$ cat config.mk
export PLATFORM = sky130hd
export DESIGN_NAME = t9990_vram_responder_flat
export DESIGN_NICKNAME = d
export VERILOG_FILES = /design/src/rtl/t9990_vram_responder_if.sv /design/src/rtl/t9990_vram_responder.sv /design/src/flat_wrapper.sv
export SDC_FILE = /design/constraint.sdc
export NUM_CORES = 1
export LEC_CHECK = 0
export BUFFER_PORTS_ARGS = -buffer_cell sky130_fd_sc_hd__buf_2
export CORE_MARGIN = 2
export CORE_UTILIZATION = 49
export CTS_BUF_LIST = sky130_fd_sc_hd__clkbuf_8
export CTS_CLUSTER_DIAMETER = 120
export CTS_CLUSTER_SIZE = 25
export DETAILED_ROUTE_END_ITERATION = 10
export GPL_TIMING_DRIVEN = 0
export PLACE_DENSITY = 0.78
export SYNTH_ARGS = -nofsm -noshare
export SYNTH_HDL_FRONTEND = slang
export SYNTH_SLANG_ARGS = --single-unit
$ cat constraint.sdc
create_clock -name i_clk -period 1.85 [get_ports i_clk]
set_clock_uncertainty 0.15 [all_clocks]
set_input_delay 0.4625 -clock i_clk [delete_from_list [all_inputs] [get_ports i_clk]]
set_output_delay 0.4625 -clock i_clk [all_outputs]
set_load 0.05 [all_outputs]
$ cat src/rtl/t9990_vram_responder_if.sv
// VDP-facing RAM bus of the tiny9990: slot strobe, request lines and the read/ack return path.
// The master is the VDP and the slave is the memory responder.
interface t9990_vram_responder_if;
  logic        ram_req;
  logic        ram_oe_n;
  logic        ram_we_n;
  logic        ram_rfsh_n;
  logic [18:0] ram_addr;
  logic [31:0] ram_din;
  logic [1:0]  ram_din_size;
  logic [31:0] ram_dout;
  logic        ram_ack_n;

  modport master (
    input  ram_req, ram_dout, ram_ack_n,
    output ram_oe_n, ram_we_n, ram_rfsh_n, ram_addr, ram_din, ram_din_size
  );

  modport slave (
    output ram_req, ram_dout, ram_ack_n,
    input  ram_oe_n, ram_we_n, ram_rfsh_n, ram_addr, ram_din, ram_din_size
  );
endinterface

$ cat src/rtl/t9990_vram_responder.sv
// Memory-side responder: offers RAM slots to the VDP and maps its 8/32-bit byte-space
// accesses onto a 16-bit asynchronous SRAM, one or two word phases per access.
module t9990_vram_responder #(
  parameter int SLOT_PERIOD = 16,
  parameter int SRAM_WAIT   = 2
) (
  input  logic                  i_clk,
  input  logic                  i_reset,
  t9990_vram_responder_if.slave io_ram,
  output logic [17:0]           o_sram_a,
  output logic [15:0]           o_sram_dq_out,
  input  logic [15:0]           i_sram_dq_in,
  output logic                  o_sram_dq_oe,
  output logic                  o_sram_ce_n,
  output logic                  o_sram_oe_n,
  output logic                  o_sram_we_n,
  output logic                  o_sram_ub_n,
  output logic                  o_sram_lb_n,
  output logic                  o_err
);
  localparam int SLOT_W = (SLOT_PERIOD > 1) ? $clog2(SLOT_PERIOD) : 1;
  localparam int WAIT_W = $clog2(SRAM_WAIT + 1);

  typedef enum logic [2:0] {
    S_IDLE, S_SAMPLE, S_PH0, S_REC0, S_PH1, S_REC1, S_ACK
  } state_t;

  state_t              r_state, w_state_next;
  logic [SLOT_W-1:0]   r_slot;
  logic [WAIT_W-1:0]   r_wait, w_wait_next;
  logic                r_wr, r_rd, r_sz32, r_a0;
  logic [15:0]         r_din_hi;
  logic [15:0]         r_rd_lo, r_rd_hi, w_rd_lo_next, w_rd_hi_next;
  logic [17:0]         r_sram_a, w_sram_a_next;
  logic [15:0]         r_dq_out, w_dq_out_next;
  logic                r_dq_oe, w_dq_oe_next;
  logic [31:0]         r_dout, w_dout_next;
  logic                r_ack_n, w_ack_n_next;
  logic                r_err, w_err_next;
  logic                r_ce_n, r_oe_n, r_we_n, r_ub_n, r_lb_n;
  logic                w_req, w_sample, w_live_wr, w_live_rd, w_err_req;
  logic                w_wr, w_rd, w_sz32, w_a0, w_ph_next;
  logic [7:0]          w_byte;

  // Reset gates the slot strobe so no request is offered while held in reset.
  assign w_req     = !i_reset && (r_slot == '0) && (r_state == S_IDLE);
  assign w_sample  = (r_state == S_SAMPLE);
  assign w_live_wr = !io_ram.ram_we_n;
  assign w_live_rd = !io_ram.ram_oe_n && io_ram.ram_we_n;
  assign w_err_req = (!io_ram.ram_we_n && !io_ram.ram_oe_n)
                   || (!io_ram.ram_rfsh_n && (!io_ram.ram_we_n || !io_ram.ram_oe_n))
                   || ((!io_ram.ram_we_n || !io_ram.ram_oe_n) && io_ram.ram_din_size[0]);

  // During SAMPLE the request is still on the bus; afterwards the captured copy is used.
  assign w_wr   = w_sample ? w_live_wr : r_wr;
  assign w_rd   = w_sample ? w_live_rd : r_rd;
  assign w_sz32 = w_sample ? (io_ram.ram_din_size != 2'd0) : r_sz32;
  assign w_a0   = w_sample ? io_ram.ram_addr[0] : r_a0;
  assign w_byte = r_a0 ? r_rd_lo[15:8] : r_rd_lo[7:0];

  always_comb begin
    w_state_next  = r_state;
    w_wait_next   = r_wait;
    w_sram_a_next = r_sram_a;
    w_dq_out_next = r_dq_out;
    w_dq_oe_next  = r_dq_oe;
    w_rd_lo_next  = r_rd_lo;
    w_rd_hi_next  = r_rd_hi;
    w_dout_next   = r_dout;
    w_ack_n_next  = 1'b1;
    w_err_next    = r_err;
    case (r_state)
      S_IDLE: begin
        if (w_req) w_state_next = S_SAMPLE;
      end
      S_SAMPLE: begin
        if (w_err_req) w_err_next = 1'b1;
        if (w_live_wr || w_live_rd) begin
          w_state_next  = S_PH0;
          w_wait_next   = '0;
          w_sram_a_next = w_sz32 ? {io_ram.ram_addr[18:2], 1'b0} : io_ram.ram_addr[18:1];
          w_dq_out_next = w_sz32 ? io_ram.ram_din[15:0]
                                 : {io_ram.ram_din[7:0], io_ram.ram_din[7:0]};
          w_dq_oe_next  = w_live_wr;
        end else if (!io_ram.ram_rfsh_n) begin
          w_state_next = S_ACK;
        end else begin
          w_state_next = S_IDLE;
        end
      end
      S_PH0, S_PH1: begin
        if (r_wait == WAIT_W'(SRAM_WAIT - 1)) begin
          w_state_next = (r_state == S_PH0) ? S_REC0 : S_REC1;
          if (r_rd && r_state == S_PH0) w_rd_lo_next = i_sram_dq_in;
          if (r_rd && r_state == S_PH1) w_rd_hi_next = i_sram_dq_in;
        end else begin
          w_wait_next = r_wait + 1'b1;
        end
      end
      S_REC0: begin
        if (r_sz32) begin
          w_state_next  = S_PH1;
          w_wait_next   = '0;
          w_sram_a_next = {r_sram_a[17:1], 1'b1};
          w_dq_out_next = r_din_hi;
        end else begin
          w_state_next = S_ACK;
        end
      end
      S_REC1:  w_state_next = S_ACK;
      S_ACK:   w_state_next = S_IDLE;
      default: w_state_next = S_IDLE;
    endcase
    if (w_state_next == S_ACK) begin
      w_ack_n_next = 1'b0;
      w_dq_oe_next = 1'b0;
      if (!w_sample && r_rd) w_dout_next = r_sz32 ? {r_rd_hi, r_rd_lo} : {4{w_byte}};
    end
  end

  // Strobes are registered from the next state so the SRAM pins stay glitch-free.
  assign w_ph_next = (w_state_next == S_PH0) || (w_state_next == S_PH1);

  always_ff @(posedge i_clk) begin
    if (i_reset) begin
      r_state  <= S_IDLE;
      r_slot   <= '0;
      r_wait   <= '0;
      r_wr     <= 1'b0;
      r_rd     <= 1'b0;
      r_sz32   <= 1'b0;
      r_a0     <= 1'b0;
      r_din_hi <= '0;
      r_rd_lo  <= '0;
      r_rd_hi  <= '0;
      r_sram_a <= '0;
      r_dq_out <= '0;
      r_dq_oe  <= 1'b0;
      r_dout   <= '0;
      r_ack_n  <= 1'b1;
      r_err    <= 1'b0;
      r_ce_n   <= 1'b1;
      r_oe_n   <= 1'b1;
      r_we_n   <= 1'b1;
      r_ub_n   <= 1'b1;
      r_lb_n   <= 1'b1;
    end else begin
      r_state  <= w_state_next;
      r_slot   <= (r_slot == SLOT_W'(SLOT_PERIOD - 1)) ? '0 : r_slot + 1'b1;
      r_wait   <= w_wait_next;
      if (w_sample) begin
        r_wr     <= w_live_wr;
        r_rd     <= w_live_rd;
        r_sz32   <= (io_ram.ram_din_size != 2'd0);
        r_a0     <= io_ram.ram_addr[0];
        r_din_hi <= io_ram.ram_din[31:16];
      end
      r_rd_lo  <= w_rd_lo_next;
      r_rd_hi  <= w_rd_hi_next;
      r_sram_a <= w_sram_a_next;
      r_dq_out <= w_dq_out_next;
      r_dq_oe  <= w_dq_oe_next;
      r_dout   <= w_dout_next;
      r_ack_n  <= w_ack_n_next;
      r_err    <= w_err_next;
      r_ce_n   <= !w_ph_next;
      r_oe_n   <= !(w_ph_next && w_rd);
      r_we_n   <= !(w_ph_next && w_wr);
      r_ub_n   <= !(w_ph_next && (w_sz32 || w_a0));
      r_lb_n   <= !(w_ph_next && (w_sz32 || !w_a0));
    end
  end

  assign io_ram.ram_req   = w_req;
  assign io_ram.ram_dout  = r_dout;
  assign io_ram.ram_ack_n = r_ack_n;
  assign o_sram_a         = r_sram_a;
  assign o_sram_dq_out    = r_dq_out;
  assign o_sram_dq_oe     = r_dq_oe;
  assign o_sram_ce_n      = r_ce_n;
  assign o_sram_oe_n      = r_oe_n;
  assign o_sram_we_n      = r_we_n;
  assign o_sram_ub_n      = r_ub_n;
  assign o_sram_lb_n      = r_lb_n;
  assign o_err            = r_err;
endmodule

$ cat src/flat_wrapper.sv
// flat-port wrapper written by rule: the top's interface ports become plain ports
module t9990_vram_responder_flat 
#(
  parameter int SLOT_PERIOD = 16,
  parameter int SRAM_WAIT   = 2
)
  (i_clk, i_reset, o_sram_a, o_sram_dq_out, i_sram_dq_in, o_sram_dq_oe, o_sram_ce_n, o_sram_oe_n, o_sram_we_n, o_sram_ub_n, o_sram_lb_n, o_err, io_ram_ram_req, io_ram_ram_dout, io_ram_ram_ack_n, io_ram_ram_oe_n, io_ram_ram_we_n, io_ram_ram_rfsh_n, io_ram_ram_addr, io_ram_ram_din, io_ram_ram_din_size);
  t9990_vram_responder_if io_ram_i ();
  input  logic i_clk;
  input  logic i_reset;
  output logic [17:0] o_sram_a;
  output logic [15:0] o_sram_dq_out;
  input  logic [15:0] i_sram_dq_in;
  output logic o_sram_dq_oe;
  output logic o_sram_ce_n;
  output logic o_sram_oe_n;
  output logic o_sram_we_n;
  output logic o_sram_ub_n;
  output logic o_sram_lb_n;
  output logic o_err;
  output wire logic [$bits(io_ram_i.ram_req)-1:0] io_ram_ram_req;
  output wire logic [$bits(io_ram_i.ram_dout)-1:0] io_ram_ram_dout;
  output wire logic [$bits(io_ram_i.ram_ack_n)-1:0] io_ram_ram_ack_n;
  input wire logic [$bits(io_ram_i.ram_oe_n)-1:0] io_ram_ram_oe_n;
  input wire logic [$bits(io_ram_i.ram_we_n)-1:0] io_ram_ram_we_n;
  input wire logic [$bits(io_ram_i.ram_rfsh_n)-1:0] io_ram_ram_rfsh_n;
  input wire logic [$bits(io_ram_i.ram_addr)-1:0] io_ram_ram_addr;
  input wire logic [$bits(io_ram_i.ram_din)-1:0] io_ram_ram_din;
  input wire logic [$bits(io_ram_i.ram_din_size)-1:0] io_ram_ram_din_size;
  assign io_ram_ram_req = io_ram_i.ram_req;
  assign io_ram_ram_dout = io_ram_i.ram_dout;
  assign io_ram_ram_ack_n = io_ram_i.ram_ack_n;
  assign io_ram_i.ram_oe_n = io_ram_ram_oe_n;
  assign io_ram_i.ram_we_n = io_ram_ram_we_n;
  assign io_ram_i.ram_rfsh_n = io_ram_ram_rfsh_n;
  assign io_ram_i.ram_addr = io_ram_ram_addr;
  assign io_ram_i.ram_din = io_ram_ram_din;
  assign io_ram_i.ram_din_size = io_ram_ram_din_size;
  t9990_vram_responder #(.SLOT_PERIOD(SLOT_PERIOD), .SRAM_WAIT(SRAM_WAIT)) u_core (.i_clk(i_clk), .i_reset(i_reset), .io_ram(io_ram_i), .o_sram_a(o_sram_a), .o_sram_dq_out(o_sram_dq_out), .i_sram_dq_in(i_sram_dq_in), .o_sram_dq_oe(o_sram_dq_oe), .o_sram_ce_n(o_sram_ce_n), .o_sram_oe_n(o_sram_oe_n), .o_sram_we_n(o_sram_we_n), .o_sram_ub_n(o_sram_ub_n), .o_sram_lb_n(o_sram_lb_n), .o_err(o_err));
endmodule
# --- Word-level counts from Yosys, hierarchy flattened ---
# Cells that the tools add are included.
op_classes:
  n_addsub: 2
  mul: 0
  n_div: 0
  magnitude_cmp: 0
  n_eq_ne: 13
  shift: 0
  mux: 26
  n_bitwise: 1
  reduce_logical: 47
ops:
  columns: ["op", "n"]
  rows:
  - ["2-to-1 mux 16 bit", 3]
  - ["one-hot mux 18 bit (2 select lines)", 1]
  - ["2-to-1 mux 32 bit", 1]
  - ["one-hot mux 16 bit (2 select lines)", 1]
  - ["2-to-1 mux 18 bit", 1]
  - ["2-to-1 mux 3 bit", 5]
  - ["one-hot mux 3 bit (5 select lines)", 1]
  - ["logical AND 1 bit", 13]
  - ["== test 3 bit (second input constant)", 4]
  - ["AND reduction 3 bit", 4]
  - ["logical NOT 1 bit", 11]
  - ["== test 3 x 2 -> 1 bit (second input constant)", 3]
  - ["2-to-1 mux 2 bit", 4]
  - ["2-to-1 mux 8 bit", 1]
  - ["logical OR 1 bit", 7]
  - ["2-to-1 mux 1 bit", 7]
  - ["one-hot mux 2 bit (3 select lines)", 1]
  - ["AND reduction 2 bit", 3]
  - ["OR reduction 2 bit", 3]
  - ["adder 4 x 1 -> 4 bit (second input constant)", 1]
  - ["== test 4 bit (second input constant)", 1]
  - ["logical NOT 4 bit", 1]
  - ["!= test 2 bit (second input constant)", 2]
  - ["AND reduction 4 bit", 1]
  - ["other kinds (8)", 9]
word_totals:
  regBits: 135
  latch_bits: 0
  ramBits: 0
  mem_bits_ro: 0
  inputBits: 74
  out_inout_bits: 75
  word_cells: 111
  mem_count: 0

# --- Longest topological paths before layout ---
logic_depth:
  word_depth: 9
  depth_mapped: 8
  depth_no_buf: 6

# --- Worst setup path before layout ---
# OpenSTA, ideal clock, no wires.
synth_timing:
  path_type: "in2out"
  from: "input i_reset"
  to: "output io_ram_ram_req"
  arrival_ns: 2.577
  required_ns: 1.237
  path_slack_ns: -1.339
  path_stages: 2
  n_path_buf: 0
  path_cell_list: "or4b_1 nor4_1"
synth_via:
  elab_chain_len: 3
synth_rtl:
  columns: ["item", "line", "source"]
  rows:
  - ["from (decl)", "flat_wrapper.sv:10", "input logic i_reset;"]
  - ["logical NOT 1 bit", "t9990_vram_responder.sv:46", "assign w_req = !i_reset && (r_slot == '0) && (r_state == S_IDLE);"]
  - ["logical AND 1 bit (2 in a row)", "t9990_vram_responder.sv:46", null]
  - ["to (decl)", "flat_wrapper.sv:21", "output wire logic [$bits(io_ram_i.ram_req)-1:0] io_ram_ram_req;"]
# Every way passes these cells.

# --- Worst setup path after layout ---
layout_timing:
  from: "register u_core.r_slot[0]"
  to: "output io_ram_ram_req"
layout_via:
  elab_chain_len: 3
layout_rtl:
  columns: ["item", "line", "source"]
  rows:
  - ["from (decl)", "t9990_vram_responder.sv:29", "logic [SLOT_W-1:0] r_slot;"]
  - ["from (signal assigned)", "t9990_vram_responder.sv:149", "r_slot <= (r_slot == SLOT_W'(SLOT_PERIOD - 1)) ? '0 : r_slot + 1'b1;"]
  - ["logical NOT 4 bit", "t9990_vram_responder.sv:46", null]
  - ["logical AND 1 bit (2 in a row)", "t9990_vram_responder.sv:46", null]
# Every way passes these cells.

==> flow_summary.yaml <==
status:
  status: "finished, violations left"
  failed_checks: "setup timing"
detailed_routing:
  ant_nets: 0
  drt_iter0_markers: 584
  drc_errors: 0
  finalWirelength_um: 18500
  via_per_inst: 5.80
  firstDrtPassIters: 5
  vias: 5665
  wl_per_cell_um: 18.9
yosys:
  synthCells: 625
  synth_nets: 702
  synth.avg_cell_area_um2: 9.22
  yosys.area.top_type: "dfxtp_1"
  ys_async_sr_fraction_pct: 0
  yosysTopAreaCellShare_pct: 46.9
  synth_enable_flop_cells: 0
  syn-cell-area_um2: 5760
  ys_ff_latch: 135
  ys.flop_type: "dfxtp_1"
  synth.distinct_cells: 47
  yosysSeqAreaShare_pct: 46.9
  yosysWarningCount: 0
  yosys-top-cells-area: "dfxtp_1 (47%), mux2i_1 (13%), nand2_1 (4.6%)"
setup_path:
  end_kind: "primary output"
  cp.required_ns: 1.24
  critPathMaxFanout: 3
  cp_top_family: "simple AND/OR/NAND/NOR gates"
  path_cells: "inv_2 -> ha_1 -> or4b_4 -> nor4_4 -> buf_6"
  critPathSlowestCell: "or4b_4"
  slowest_delay_ns: 0.48
  worstSetupStartpointType: "flip-flop"
  path_buf_inv: 2
  path_class: "flip-flop to primary output"
  arrival_ns: 1.97
placed_design:
  dp_cells: 914
  portBuffers: 146
  dp_hpwl_um: 12000
  postPlaceCellArea_um2: 6730
  place_congestion: 0.826
timing:
  tns_ns: -13.85
  hold_violations: 0
  worst_slack_ns: -0.729
  period_needed_ns: 2.58
  clock.fmax_ghz: 0.388
  fin_crit_sh_pct: 139
  final-setup-viol-count: 63
  hold_slack_ns: 0.101
  tightest_slew_ns: 0.622
  final_max_slew_viol_count: 0
  slew-limit-headroom_pct: 58.5
  rsz0062_at_grt: "yes"
finish:
  fin_nets: 897
  final_cell_mix: "buf_2 (149), dfxtp_1 (130), mux2i_1 (72), nand2_1 (68), nor2_1 (48)"
  post-route-cell-area_um2: 8010
  drive_gt1_share_pct: 39.5
  diodes: 0
  regArea_um2: 2710
  multiInputGateArea_um2: 3150
  fill_cells: 828
  layout_commonest_cell: "buf_2"
  final_cells: 976
  area_growth_pct: 39.0
cts:
  cts.sinks: 135
  cts_buffers: 17
  root_buffer: "clkbuf_8"
  cts_tree: "yes"
  clockBufferDepth: 2
  cts.hold.buffers_added: 0
  worst_skew_pair.late_latency_ns: 0.45
  htreeDepth: 4
  clk_pin_slew_ns: 0.07
power:
  p_leak_nw: 3.13
  total_power_w: 0.00669
  p_seq_share_pct: 45.4
  pwr-share-comb_pct: 15.9
  p_sw_share_pct: 27.0
  internal_power_w: 0.00488
  pwr-share-clk_pct: 38.7
  power_density_nw_per_um2: 835
  vdd_drop_max_uv: 722
  switchingPower_w: 0.00181
global_routing:
  grt_pass1_wl_um: 26500
  antenna_found_initial: 0
  gr-usage-all-layers_pct: 26.4
  grt_max_degree: 18
  grt-ovfl-total: 0
  grt_pass1_vias: 5479
flow_run:
  maxCapViolCount: 0
floorplanning:
  fp.coreArea_um2: 11500
  dieArea_um2: 12600
  die_y_um: 112
  die_w_um: 112
  pin_count: 149
  rows: 39
  start_util_pct: 50.2
worst_hold_path:
  hp-class: "input port to flip-flop"
-- synthesized netlist by cell type (2+ instances only) --
library cell and instances:
nand2b_1 19, a21oi_1 49, nand3_1 19, ha_1 3, a211oi_2 17, xnor2_1 2
buf_1 6, o21bai_1 8, nand2_1 71, nor2b_1 6, a211oi_1 2, nor2_1 52
clkbuf_1 30, mux2i_1 74, a31oi_1 17, o21ai_0 18, buf_6 5, nor3_1 17
o41ai_1 8, nand4b_1 2, or2_2 3, dfxtp_1 135, nor3b_1 2, a311oi_1 8
and2_1 3, buf_2 13, inv_1 7, nand3b_1 10
-- power groups by stage --
stage	combinational [W]	clock (W)	sequential (W)
floorplan	0.000390	0	0.00325
global placement	0.000785	0	0.00309
detailed placement	0.000805	0	0.00310
CTS	0.000871	0.00259	0.00303
global route	0.00112	0.00274	0.00304
finish	0.00106	0.00259	0.00304
-- final timing paths --
path,start,to,slack [ns],depth (start not counted)
hold / removal,io_ram_ram_din[18],u_core.r_din_hi[2],0.10,3
hold reg to reg,u_core.o_sram_a[2],u_core.o_sram_a[2],0.30,2
setup / recovery,u_core.r_slot[0],io_ram_ram_req,-0.73,5
setup reg to reg,u_core.r_state[0],u_core.o_sram_dq_out[14],-0.34,9
-- per-layer routing --
metal	track usage (%)	vias up	share of wire, %
li1	-	2590	-
met1	30.9	2751	40
met2	45.7	263	50
met3	7.24	61	6.0
met4	11.1	0	4.4
met5	0	-	0
-- final cells by class --
type / instances / share of cell area [%]
Inverter: 7 / 0.328
Clock inverter: 10 / 1.55
Sequential cell: 135 / 33.8
Multi-Input combinational cell: 429 / 39.3
Buffer: 50 / 5.20
Clock buffer: 22 / 3.78
Tap cell: 143 / 2.23
Timing Repair Buffer: 180 / 13.8
-- registers in the layout, summed over array words and instances, names as in the netlist, 2 cells and up --
name	count
u_core.io_ram.ram_dout	32
u_core.o_sram_a	18
u_core.o_sram_dq_out	16
u_core.r_din_hi	16
u_core.r_rd_hi	16
u_core.r_rd_lo	16
u_core.r_slot	4
u_core.r_state	3
u_core.r_wait	2
-- cells by family after synthesis --
kind of cell,count (synthesis),synth area share (%)
buffers and inverters,62,5.04
AND/OR/NAND/NOR,213,17.7
XOR/XNOR,2,0.304
AO/OA/AOI/OAI,134,16.2
adder cells (fa/ha/maj),4,0.825
flip-flops,135,46.9
multiplexers,75,13.1
-- repair_timing --
action / 4_1_cts / 5_1_grt
setup buffers: 12 / 19
endpoints found under the setup margin: 100 / 98
cloned: 2 / 5
pin swaps: 6 / 34
resized for setup: 59 / 104
-- worst min-delay path, cell delays in order --
cell	delay [ns]
buf_2	0.10
nand2_1	0.05
a21oi_1	0.05
-- through the flow --
step | utilization [%] | setup WS, ns
floorplan | - | -0.316
CTS | 65.2 | -0.723
detailed placement | 58.7 | -0.500
finish | 69.8 | -0.729
global placement | 58.7 | -0.434
global route | 69.8 | -0.789
Note: power is estimated with default switching activity, not from simulation.
